**config.mk**
```make
export PLATFORM = sky130hd
export DESIGN_NAME = mc_ctrl_unit_flat
export DESIGN_NICKNAME = d
export VERILOG_FILES = /design/src/rtl/mc_ctrl_pkg.sv /design/src/rtl/mc_ctrl_unit_if.sv /design/src/rtl/mc_bus_timer.sv /design/src/rtl/mc_ctrl_unit.sv /design/src/flat_wrapper.sv
export SDC_FILE = /design/constraint.sdc
export NUM_CORES = 1
export LEC_CHECK = 0
export ABC_AREA = 1
export CELL_PAD_IN_SITES_DETAIL_PLACEMENT = 0
export CELL_PAD_IN_SITES_GLOBAL_PLACEMENT = 1
export CORE_ASPECT_RATIO = 1.2
export CORE_MARGIN = 4
export CORE_UTILIZATION = 25
export DETAILED_ROUTE_END_ITERATION = 8
export GPL_TIMING_DRIVEN = 0
export HOLD_SLACK_MARGIN = 0.08
export PLACE_DENSITY_LB_ADDON = 0.25
export SLEW_MARGIN = 10
export SYNTH_ARGS = -nofsm -noshare
export SYNTH_HDL_FRONTEND = slang
export SYNTH_SLANG_ARGS = --single-unit
```
**constraint.sdc**
```tcl
create_clock -name clk -period 1.9 [get_ports clk]
set_clock_uncertainty 0.1 [all_clocks]
set_input_delay 0.285 -clock clk [delete_from_list [all_inputs] [get_ports clk]]
set_output_delay 0.285 -clock clk [all_outputs]
set_load 0.05 [all_outputs]
```
**src/rtl/mc_ctrl_pkg.sv**
```systemverilog
// Shared types and encodings for the multicycle RV32I control unit.
// Imported by the control FSM and its testbench-facing interface users.
package mc_ctrl_pkg;

  typedef enum logic [4:0] {
    FETCH,
    DECODE,
    R_EXE,
    I_EXE,
    B_EXE,
    LU_EXE,
    AU_EXE,
    J_EXE,
    JL_EXE,
    S_EXE,
    S_MEM,
    L_EXE,
    L_MEM,
    L_WB,
    MD_EXE,
    MD_WAIT,
    MD_WB,
    TRAP
  } state_e;

  typedef enum logic [1:0] {
    TC_NONE    = 2'b00,
    TC_ILLEGAL = 2'b01,
    TC_TIMEOUT = 2'b10,
    TC_MEXT    = 2'b11
  } trap_cause_e;

  localparam logic [6:0] OP_R     = 7'b0110011;
  localparam logic [6:0] OP_I     = 7'b0010011;
  localparam logic [6:0] OP_B     = 7'b1100011;
  localparam logic [6:0] OP_LUI   = 7'b0110111;
  localparam logic [6:0] OP_AUIPC = 7'b0010111;
  localparam logic [6:0] OP_JAL   = 7'b1101111;
  localparam logic [6:0] OP_JALR  = 7'b1100111;
  localparam logic [6:0] OP_S     = 7'b0100011;
  localparam logic [6:0] OP_L     = 7'b0000011;

  localparam logic [2:0] RFWD_ALU   = 3'b000;
  localparam logic [2:0] RFWD_LOAD  = 3'b001;
  localparam logic [2:0] RFWD_LUI   = 3'b010;
  localparam logic [2:0] RFWD_AUIPC = 3'b011;
  localparam logic [2:0] RFWD_PC4   = 3'b100;
  localparam logic [2:0] RFWD_MD    = 3'b101;

  localparam logic [3:0] ALU_ADD     = 4'b0000;
  localparam logic [6:0] MEXT_FUNCT7 = 7'b0000001;

  function automatic logic is_mem_state(input state_e s);
    return (s == S_MEM) || (s == L_MEM);
  endfunction

endpackage

```
**src/rtl/mc_ctrl_unit_if.sv**
```systemverilog
// Data-bus and mul/div handshake bundle between the control unit and its peers.
// The control unit is the master: it issues requests and receives completions.
interface mc_ctrl_unit_if;
  logic       busReq;
  logic       busWe;
  logic [2:0] strb;
  logic       busReady;
  logic       mdStart;
  logic [2:0] mdOp;
  logic       mdDone;

  modport master (
    output busReq, busWe, strb, mdStart, mdOp,
    input  busReady, mdDone
  );

  modport slave (
    input  busReq, busWe, strb, mdStart, mdOp,
    output busReady, mdDone
  );
endinterface

```
**src/rtl/mc_bus_timer.sv**
```systemverilog
// Clearable saturating cycle counter that flags when a memory access has
// waited BUS_TIMEOUT cycles (expired is high during the last allowed cycle).
module mc_bus_timer #(
  parameter int BUS_TIMEOUT = 16
) (
  input  logic clk,
  input  logic reset,
  input  logic clr,
  input  logic en,
  output logic expired
);

  localparam int CNT_W = (BUS_TIMEOUT > 1) ? $clog2(BUS_TIMEOUT) : 1;
  localparam logic [CNT_W-1:0] LAST = CNT_W'(BUS_TIMEOUT - 1);

  logic [CNT_W-1:0] count;

  // Saturates at LAST so a long stall can never wrap back to a fresh window.
  always_ff @(posedge clk or posedge reset) begin
    if (reset) begin
      count <= '0;
    end else if (clr) begin
      count <= '0;
    end else if (en && (count != LAST)) begin
      count <= count + 1'b1;
    end
  end

  assign expired = (count == LAST);

endmodule

```
**src/rtl/mc_ctrl_unit.sv**
```systemverilog
// Multicycle RV32I control FSM with wait-state bus handshake, optional RV32M
// sequencing, bus-timeout detection and sticky illegal-instruction trapping.
module mc_ctrl_unit
  import mc_ctrl_pkg::*;
#(
  parameter bit EN_MEXT     = 1'b0,
  parameter int BUS_TIMEOUT = 16
) (
  input  logic                 clk,
  input  logic                 reset,
  input  logic [31:0]          instrCode,
  mc_ctrl_unit_if.master       bus,
  output logic                 PCEn,
  output logic                 regFileWe,
  output logic                 aluSrcMuxSel,
  output logic [3:0]           aluControl,
  output logic [2:0]           RFWDSrcMuxSel,
  output logic                 branch,
  output logic                 jal,
  output logic                 jalr,
  output logic                 trap,
  output logic [1:0]           trapCause
);

  state_e      state;
  state_e      state_next;
  trap_cause_e cause_q;
  trap_cause_e cause_next;

  logic [6:0] opcode;
  logic [2:0] funct3;
  logic [6:0] funct7;
  logic [3:0] alu_full;
  logic       in_mem;
  logic       bus_expired;
  logic       unused_fields;

  assign opcode   = instrCode[6:0];
  assign funct3   = instrCode[14:12];
  assign funct7   = instrCode[31:25];
  assign alu_full = {instrCode[30], funct3};
  assign in_mem   = is_mem_state(state);

  // Register indices and immediates belong to the datapath, not to control.
  assign unused_fields = ^{instrCode[24:15], instrCode[11:7]};

  mc_bus_timer #(
    .BUS_TIMEOUT(BUS_TIMEOUT)
  ) u_bus_timer (
    .clk    (clk),
    .reset  (reset),
    .clr    (!in_mem),
    .en     (in_mem),
    .expired(bus_expired)
  );

  always_ff @(posedge clk or posedge reset) begin
    if (reset) begin
      state   <= FETCH;
      cause_q <= TC_NONE;
    end else begin
      state   <= state_next;
      cause_q <= cause_next;
    end
  end

  always_comb begin
    state_next    = state;
    cause_next    = cause_q;
    PCEn          = 1'b0;
    regFileWe     = 1'b0;
    aluSrcMuxSel  = 1'b0;
    aluControl    = alu_full;
    RFWDSrcMuxSel = RFWD_ALU;
    branch        = 1'b0;
    jal           = 1'b0;
    jalr          = 1'b0;
    bus.busReq    = 1'b0;
    bus.busWe     = 1'b0;
    bus.mdStart   = 1'b0;

    case (state)
      FETCH: begin
        PCEn       = 1'b1;
        state_next = DECODE;
      end

      DECODE: begin
        case (opcode)
          OP_R: begin
            if (funct7 == MEXT_FUNCT7) begin
              if (EN_MEXT) begin
                state_next = MD_EXE;
              end else begin
                state_next = TRAP;
                cause_next = TC_MEXT;
              end
            end else begin
              state_next = R_EXE;
            end
          end
          OP_I:     state_next = I_EXE;
          OP_B:     state_next = B_EXE;
          OP_LUI:   state_next = LU_EXE;
          OP_AUIPC: state_next = AU_EXE;
          OP_JAL:   state_next = J_EXE;
          OP_JALR:  state_next = JL_EXE;
          OP_S:     state_next = S_EXE;
          OP_L:     state_next = L_EXE;
          default: begin
            state_next = TRAP;
            cause_next = TC_ILLEGAL;
          end
        endcase
      end

      R_EXE: begin
        regFileWe  = 1'b1;
        state_next = FETCH;
      end

      I_EXE: begin
        regFileWe    = 1'b1;
        aluSrcMuxSel = 1'b1;
        // Bit 30 is immediate data except for the shift-right pair.
        aluControl   = (funct3 == 3'b101) ? alu_full : {1'b0, funct3};
        state_next   = FETCH;
      end

      B_EXE: begin
        branch     = 1'b1;
        state_next = FETCH;
      end

      LU_EXE: begin
        regFileWe     = 1'b1;
        RFWDSrcMuxSel = RFWD_LUI;
        state_next    = FETCH;
      end

      AU_EXE: begin
        regFileWe     = 1'b1;
        RFWDSrcMuxSel = RFWD_AUIPC;
        state_next    = FETCH;
      end

      J_EXE: begin
        regFileWe     = 1'b1;
        jal           = 1'b1;
        RFWDSrcMuxSel = RFWD_PC4;
        state_next    = FETCH;
      end

      JL_EXE: begin
        regFileWe     = 1'b1;
        jal           = 1'b1;
        jalr          = 1'b1;
        aluControl    = ALU_ADD;
        RFWDSrcMuxSel = RFWD_PC4;
        state_next    = FETCH;
      end

      S_EXE: begin
        aluSrcMuxSel = 1'b1;
        aluControl   = ALU_ADD;
        state_next   = S_MEM;
      end

      S_MEM: begin
        aluSrcMuxSel = 1'b1;
        aluControl   = ALU_ADD;
        bus.busReq   = 1'b1;
        bus.busWe    = 1'b1;
        // Completion wins over timeout in the final allowed cycle.
        if (bus.busReady) begin
          state_next = FETCH;
        end else if (bus_expired) begin
          state_next = TRAP;
          cause_next = TC_TIMEOUT;
        end
      end

      L_EXE: begin
        aluSrcMuxSel = 1'b1;
        aluControl   = ALU_ADD;
        state_next   = L_MEM;
      end

      L_MEM: begin
        aluSrcMuxSel = 1'b1;
        aluControl   = ALU_ADD;
        bus.busReq   = 1'b1;
        if (bus.busReady) begin
          state_next = L_WB;
        end else if (bus_expired) begin
          state_next = TRAP;
          cause_next = TC_TIMEOUT;
        end
      end

      L_WB: begin
        regFileWe     = 1'b1;
        aluSrcMuxSel  = 1'b1;
        aluControl    = ALU_ADD;
        RFWDSrcMuxSel = RFWD_LOAD;
        state_next    = FETCH;
      end

      MD_EXE: begin
        bus.mdStart = 1'b1;
        state_next  = MD_WAIT;
      end

      MD_WAIT: begin
        if (bus.mdDone) begin
          state_next = MD_WB;
        end
      end

      MD_WB: begin
        regFileWe     = 1'b1;
        RFWDSrcMuxSel = RFWD_MD;
        state_next    = FETCH;
      end

      TRAP: begin
        state_next = TRAP;
      end

      default: begin
        state_next = FETCH;
      end
    endcase
  end

  assign trap      = (state == TRAP);
  assign trapCause = cause_q;
  assign bus.strb  = funct3;
  assign bus.mdOp  = funct3;

endmodule
```
**src/flat_wrapper.sv**
```systemverilog
// flat-port wrapper written by rule: the top's interface ports become plain ports
module mc_ctrl_unit_flat import mc_ctrl_pkg::*;
#(
  parameter bit EN_MEXT     = 1'b0,
  parameter int BUS_TIMEOUT = 16
)
  (clk, reset, instrCode, PCEn, regFileWe, aluSrcMuxSel, aluControl, RFWDSrcMuxSel, branch, jal, jalr, trap, trapCause, bus_busReq, bus_busWe, bus_strb, bus_mdStart, bus_mdOp, bus_busReady, bus_mdDone);
  mc_ctrl_unit_if bus_i ();
  input  logic clk;
  input  logic reset;
  input  logic [31:0] instrCode;
  output logic PCEn;
  output logic regFileWe;
  output logic aluSrcMuxSel;
  output logic [3:0] aluControl;
  output logic [2:0] RFWDSrcMuxSel;
  output logic branch;
  output logic jal;
  output logic jalr;
  output logic trap;
  output logic [1:0] trapCause;
  output wire logic [$bits(bus_i.busReq)-1:0] bus_busReq;
  output wire logic [$bits(bus_i.busWe)-1:0] bus_busWe;
  output wire logic [$bits(bus_i.strb)-1:0] bus_strb;
  output wire logic [$bits(bus_i.mdStart)-1:0] bus_mdStart;
  output wire logic [$bits(bus_i.mdOp)-1:0] bus_mdOp;
  input wire logic [$bits(bus_i.busReady)-1:0] bus_busReady;
  input wire logic [$bits(bus_i.mdDone)-1:0] bus_mdDone;
  assign bus_busReq = bus_i.busReq;
  assign bus_busWe = bus_i.busWe;
  assign bus_strb = bus_i.strb;
  assign bus_mdStart = bus_i.mdStart;
  assign bus_mdOp = bus_i.mdOp;
  assign bus_i.busReady = bus_busReady;
  assign bus_i.mdDone = bus_mdDone;
  mc_ctrl_unit #(.EN_MEXT(EN_MEXT), .BUS_TIMEOUT(BUS_TIMEOUT)) u_core (.clk(clk), .reset(reset), .instrCode(instrCode), .bus(bus_i), .PCEn(PCEn), .regFileWe(regFileWe), .aluSrcMuxSel(aluSrcMuxSel), .aluControl(aluControl), .RFWDSrcMuxSel(RFWDSrcMuxSel), .branch(branch), .jal(jal), .jalr(jalr), .trap(trap), .trapCause(trapCause));
endmodule
```
==> results.py <==
metrics = {
    "sta": {
        "hold_violations": 0,
        "rsz0062_at_grt": "true",
        "period_minus_slack_ns": 1.96,
        "period_share": 1.03,
        "slew_viol_final": 0,
        "slew-limit-headroom": 0.669,
        "finalSetupViolCount": 3,
        "max_clock_freq_mhz": 511,
        "fin_ws_ns": -0.0558,
        "tightestPinTransition_ns": 0.495,
    },
    "yosys": {
        "ys_seq_area_frac": 0.253,
        "ys_ff_latch": 11,
        "netlist_instances": 177,
        "yosysUniqueCellTypes": 27,
        "synthTopCellsByCount": "nand2_1 (38), nor2_1 (35), inv_1 (22), nand3_1 (14), dfrtp_1 (11)",
        "synth_edf_count": 0,
        "synth_warnings": 0,
        "syn_nets": 214,
        "synth_top_area_cell": "dfrtp_1",
        "ys_async_sr_fraction": 1.00,
        "syn_area_sq_um": 1090,
        "synth.most_common_cell": "nand2_1",
        "ys.flop_type": "dfrtp_1",
        "synth.area.top_cells": "dfrtp_1 (25%), nand2_1 (13%), nor2_1 (12%)",
        "synth.top_cell.area_share": 0.253,
        "syn_avg_cell_area_sq_um": 6.16,
    },
    "worst_setup_path": {
        "r2r_setup_slack_ns": 0.21,
        "crit_buf_inv": 2,
        "path_cells": "nand2_2, nor2_4, nor2_4, buf_6, o2111ai_2, buf_6",
        "start_kind": "register",
        "worstPathRequired_ns": 1.51,
        "cp_slowest_cell": "dfrtp_2",
        "path_max_fanout": 6,
        "endpoint_kind": "primary output",
        "critical_path_class": "register to primary output",
        "cp.arrival_ns": 1.57,
        "crit_family": "simple AND/OR/NAND/NOR gates",
        "max_stage_delay_ns": 0.45,
    },
    "clocking": {
        "htreeDepth": 1,
        "cts-root-buf": "clkbuf_8",
        "cts_buffers": 3,
        "ctsHoldBuffers": 0,
        "clk_pin_slew_ns": 0.05,
        "cts_tree": "yes",
        "clock-sinks": 11,
        "worstSkewPairLatency_ns": 0.24,
        "cts_buffer_depth": 2,
    },
    "global_route": {
        "grt_max_degree": 12,
        "grt_use_total": 0.144,
        "antenna_found_initial": 0,
        "globalRouteOverflowTotal": 0,
        "grt_pass1_vias": 1409,
        "grt_pass1_wl_microns": 6090,
    },
    "cells_and_area": {
        "fin_nets": 283,
        "area_growth_pct": 74.1,
        "finalNonFillerCells": 301,
        "n_antenna_cell": 0,
        "fillCellCount": 453,
        "drive_above_1_share": 0.384,
    },
    "placed_design": {
        "dp.cells": 278,
        "dp_hpwl_microns": 2760,
        "place_worst_setup_slack_ns": -0.556,
        "io_buffer_count": 45,
        "gp_congestion": 0.853,
    },
    "power": {
        "ir_worst_vdd_mv": 0.468,
        "p_leak_uw": 0.000905,
        "power_density_nw_per_um2": 915,
    },
    "detailed_routing": {
        "vias": 1343,
        "drtIter0Drc": 88,
        "dr.pass1.iters": 4,
        "postRouteAntennaNets": 0,
        "wl_microns": 3640,
        "vias_per_cell": 4.46,
        "routedWlPerCell_microns": 12.1,
        "drc": 0,
    },
    "run_status": {
        "outcome": "finished with violations",
        "violations": "setup timing",
    },
    "die": {
        "placementRows": 26,
        "die_y_microns": 80.3,
        "coreArea_sq_um": 4230,
        "initial_core_util": 0.258,
        "die_w_microns": 68.3,
        "die-area_sq_um": 5480,
        "io_pins": 61,
    },
    "hold_path": {
        "worstHoldPathType": "input pin to async pin",
    },
    "run": {
        "maxCapViolations": 0,
    },
}
==> stage by stage <==
| stage | TNS [ns] | utilization | instance area, sq um | hold slack [ns] | total power, uW |
|---|---|---|---|---|---|
| 2_1_floorplan | -0.278 | - | 1120 | 0.0374 | 945 |
| 3_3_place_gp | -6.88 | 0.387 | 1640 | 0.365 | 1230 |
| 3_5_place_dp | -6.72 | 0.387 | 1640 | 0.365 | 1230 |
| 4_1_cts | -0.241 | 0.430 | 1820 | 0.247 | 1630 |
| 5_1_grt | -0.510 | 0.449 | 1900 | 0.300 | 1840 |
| 6_report | -0.124 | 0.449 | 1900 | 0.229 | 1740 |
==> cell type report <==
type                            instances  area [sq um]  share of cell area
Sequential cell                        11           280               0.148
Clock buffer                            4          45.0              0.0237
Inverter                               27           116              0.0613
Multi-Input combinational cell        132           783               0.413
Timing Repair Buffer                   64           546               0.288
Buffer                                  7          56.3              0.0297
Tap cell                               56          70.1              0.0369
==> final timing paths <==
kind | startpoint | cells past startpoint | endpoint
min in group clk | u_core.trapCause[1] | 2 | u_core.trapCause[1]
worst min register to register | u_core.trapCause[1] | 2 | u_core.trapCause[1]
worst max-delay path | u_core.state[3] | 6 | aluSrcMuxSel
max in group asynchronous | reset | 2 | u_core.state[2]
worst min-delay path | reset | 2 | u_core.trapCause[0]
worst max register to register | u_core.u_bus_timer.count[0] | 8 | u_core.trapCause[0]
==> registers in the layout (all words and copies together) (netlist names) <==
| name | count |
|---|---|
| u_core.state | 5 |
| u_core.u_bus_timer.count | 4 |
| u_core.trapCause | 2 |
==> cell usage in the layout, fill, tap and decap left out, types with 7 or more instances in the layout <==
master and instances:
nand2_1 35, nor2_1 30, buf_4 28, clkdlybuf4s50_1 22, inv_1 16, nand3_1 13, buf_6 8, buf_2 8
dfrtp_1 7
==> cell families after synthesis <==
group | synth area share
compound gates | 0.0861
simple gates | 0.487
flops | 0.253
xor+xnor | 0.0161
buf+inv | 0.147
fa+ha+maj | 0.0115
==> power breakdown <==
group	leakage [uW]	switching [uW]	internal, uW
clock	0.0000228	89.5	147
combinational	0.000741	724	430
sequential	0.000141	67.7	277
==> worst reg2reg max path: cells and delay by family, from the launching register on <==
kind	cells	cell delay (ns)
and+or+nand+nor	6	0.58
DFF	1	0.39
AOI/OAI and AO/OA	1	0.30
adders and majority gates	1	0.20
==> routing by layer <==
layer	up-vias	wire length, microns	track usage
met1	596	1540	0.174
li1	701	-	-
met5	-	0	0
met2	38	1870	0.235
met4	0	60	0.0696
met3	8	167	0.0308
==> repair_timing <==
item | in CTS | in global routing
resized for setup | 117 | 31
pin swaps | 5 | 8
gates cloned | 0 | 0
endpoints found under the setup margin | 23 | 14
endpoints found under the hold margin | 0 | 0
setup buffers | 13 | 6
Note: power is estimated with default switching activity, not from simulation.
==> RTL change, RTL diff (same settings) <==
`BUS_TIMEOUT` is set to 16 in 3 places; all go to 32.
--- a/src/rtl/mc_bus_timer.sv
+++ b/src/rtl/mc_bus_timer.sv
@@ -1,7 +1,7 @@
 // Clearable saturating cycle counter that flags when a memory access has
 // waited BUS_TIMEOUT cycles (expired is high during the last allowed cycle).
 module mc_bus_timer #(
-  parameter int BUS_TIMEOUT = 16
+  parameter int BUS_TIMEOUT = 32
 ) (
   input  logic clk,
   input  logic reset,
--- a/src/rtl/mc_ctrl_unit.sv
+++ b/src/rtl/mc_ctrl_unit.sv
@@ -4,7 +4,7 @@
   import mc_ctrl_pkg::*;
 #(
   parameter bit EN_MEXT     = 1'b0,
-  parameter int BUS_TIMEOUT = 16
+  parameter int BUS_TIMEOUT = 32
 ) (
   input  logic                 clk,
   input  logic                 reset,
--- a/src/flat_wrapper.sv
+++ b/src/flat_wrapper.sv
@@ -2,7 +2,7 @@
 module mc_ctrl_unit_flat import mc_ctrl_pkg::*;
 #(
   parameter bit EN_MEXT     = 1'b0,
-  parameter int BUS_TIMEOUT = 16
+  parameter int BUS_TIMEOUT = 32
 )
   (clk, reset, instrCode, PCEn, regFileWe, aluSrcMuxSel, aluControl, RFWDSrcMuxSel, branch, jal, jalr, trap, trapCause, bus_busReq, bus_busWe, bus_strb, bus_mdStart, bus_mdOp, bus_busReady, bus_mdDone);
   mc_ctrl_unit_if bus_i ();
Function: same outputs for any inputs over 10 cycles, from zero or initial values and one cycle with reset high; that may be too few to reach the edited logic, so the function may still have changed.
==> RTL change against the unedited design <==
The run still ends with setup timing left; worst setup slack better by 0.025 ns; power decreased by 0.54%; count of clock-buffer cells in the layout did not move; die area is 6.1% higher; global-route usage fell by 1.7 points; synthesized area up 6.9%; sequential cell count up 1; design area grew 1.8%; wire length is 0.80% higher.
==> RTL change: results (changes against the unedited design) <==
Pwr
  • Psw: 0.843 mW (-4.4%)
  • Leak: 0.967 nW (+6.9%)
  • Worst VDD drop: 0.557 mV (+19%)

Global routing
  • Number of global-route vias before repair: 1340 (-4.9%)
  • First-pass GRT wire length: 5910 µm (-3.1%)
  • Pin count of the biggest net entering global routing: 13 (+1)
  • Initial antenna violation count: 0 (unchanged)
  • Overall global routing resource usage: 12.7% (-1.7 points)

Timing
  • Fin worst setup slack: -0.0303 ns (+0.0254 ns)
  • Final setup vio count: 2 (-1)
  • Final hold vios: 0 (unchanged)
  • Setup TNS: -0.0411 ns (+0.0831 ns)
  • Slew @ Worst Pin: 0.495 ns (+0.0000892 ns)
  • Max Slew Vio Count: 0 (unchanged)

Layout
  • Layout cells sized above 1: 32.7% (-5.7 points)
  • Ant. Diodes: 0 (unchanged)

Logic synthesis
  • Syn_nets: 229 (+7.0%)
  • Syn Inst Count: 191 (+7.9%)
  • Area contributors post-synth: dfrtp_1 26%, nand2_1 13%, nor2_1 10%
  • Multiplexer share of the synthesized area: 0% (unchanged)
  • Synth Area in XOR/XNOR: 0.752% (-0.86 points)
  • Sequential element share of the synthesized area: 25.8% (+0.52 points)
  • Post-Synth Adder-Cell Area: 2.15% (+1.0 points)
  • Commonest cells post-synth: 41 x nand2_1, 32 x nor2_1, 31 x inv_1
  • Yosys cell types: 29 (+7.4%)
  • Post-synth ARST share: 100% (unchanged)
  • Synth Area in Compound Gates: 12.8% (+4.2 points)
  • Yosys warns: 0 (unchanged)

Drt
  • Wire per inst: 11.8 µm (-2.1%)
  • Pre-antenna DRT Iters: 4 (unchanged)
  • Drt first-iter violations: 58 (-34%)
  • Total Wirelength: 3670 µm (+0.80%)
  • Via count: 1392 (+3.6%)

Critical path
  • R2R Setup Slk: 0.17 ns (-0.04 ns)
  • R2R cell count: 10 (+2)
  • Crit path max fanout: 5 (-1)
  • WP data arrival: 1.55 ns (-0.02 ns)

Run status
  • Status: finished with violations
  • Failing checks: setup timing

Placement
  • Post-placement cell area: 0.00172 mm² (+5.0%)
  • Place WS: -0.570 ns (-0.0137 ns)
  • DP Cell Count: 292 (+5.0%)
  • PortBufs: 45 (unchanged)
  • Detailed Place HPWL: 2820 µm (+2.0%)
  • Final Wtd Congestion: 0.791 (-7.3%)

CTS
  • CTS clk-pin slew, worst paths: 0.06 ns
  • Total CTS buffers: 3 (unchanged)
  • Max clock buf depth: 2 (unchanged)
  • CTS root buf: clkbuf_8
  • Clock Latency Late Sink: 0.24 ns (about the same)
  • H-tree Lvls: 1 (unchanged)

Min path
  • Worst hold path type: input port to asynchronous set/reset pin
## RTL change: per-stage QoR
| stage | utilization, % | hold WS, ns |
|---|---|---|
| 2_1_floorplan | - | 0.0497 |
| 3_3_place_gp | 39.2 | 0.365 |
| 3_5_place_dp | 39.2 | 0.363 |
| 4_1_cts | 41.0 | 0.268 |
| 5_1_grt | 44.0 | 0.323 |
| 6_report | 44.0 | 0.256 |
## RTL change: metal layers
layer	wire, µm	GRT usage [%]	vias to the layer above
li1	-	-	738
met1	1520	13.9	614
met2	1900	24.1	34
met3	184	2.17	6
met4	57	5.17	0
met5	0	0	-
## RTL change: final timing paths
path,from,end
setup / recovery,u_core.state[1],aluSrcMuxSel
hold / removal,reset,u_core.trapCause[1]
hold reg to reg,u_core.trapCause[1],u_core.trapCause[1]
setup reg to reg,u_core.u_bus_timer.count[0],u_core.state[0]
min in group clk,u_core.trapCause[1],u_core.trapCause[1]
max in group asynchronous,reset,u_core.state[3]
## RTL change: logic make-up (layout without fill, tap and decap cells)
| logic type | after synthesis | in the layout |
|---|---|---|
| AO/OA/AOI/OAI | 25 | 25 |
| XOR/XNOR | 1 | 1 |
| buffers and inverters | 42 | 105 |
| flip-flops | 12 | 12 |
| AND/OR/NAND/NOR | 109 | 109 |
| adder cells (fa/ha/maj) | 2 | 2 |
## RTL change: power groups by stage
stage               registers [mW]  logic [mW]  clock network [mW]
detailed placement           0.345       0.899                   0
floorplan                    0.376       0.584                   0
CTS                          0.336       0.974               0.289
finish                       0.336        1.11               0.281
global placement             0.346       0.901                   0
global route                 0.340        1.18               0.302
## RTL change: worst max-delay path, cell delays in order, from the launching register on
cell	delay, ns
dfrtp_2	0.43
inv_1	0.10
nand3_4	0.13
inv_2	0.05
nand2_2	0.07
nand2_4	0.07
nor3_4	0.14
o311ai_2	0.14
buf_6	0.17
## RTL change: timing repair
| item | CTS | global route |
|---|---|---|
| pin swaps | 2 | 5 |
| endpoints found under the setup margin | 25 | 20 |
| resized for setup | 102 | 31 |
| setup buffers | 7 | 7 |
## RTL change: final cells by class
class                   count  area (µm²)
fillers                   457        2460
plain buffers               6        45.0
repair buffers             59         497
clock buffers               4        55.1
flip-flops and latches     12         305
multi-input cells         137         816
well taps                  56        70.1
inverters                  36         143
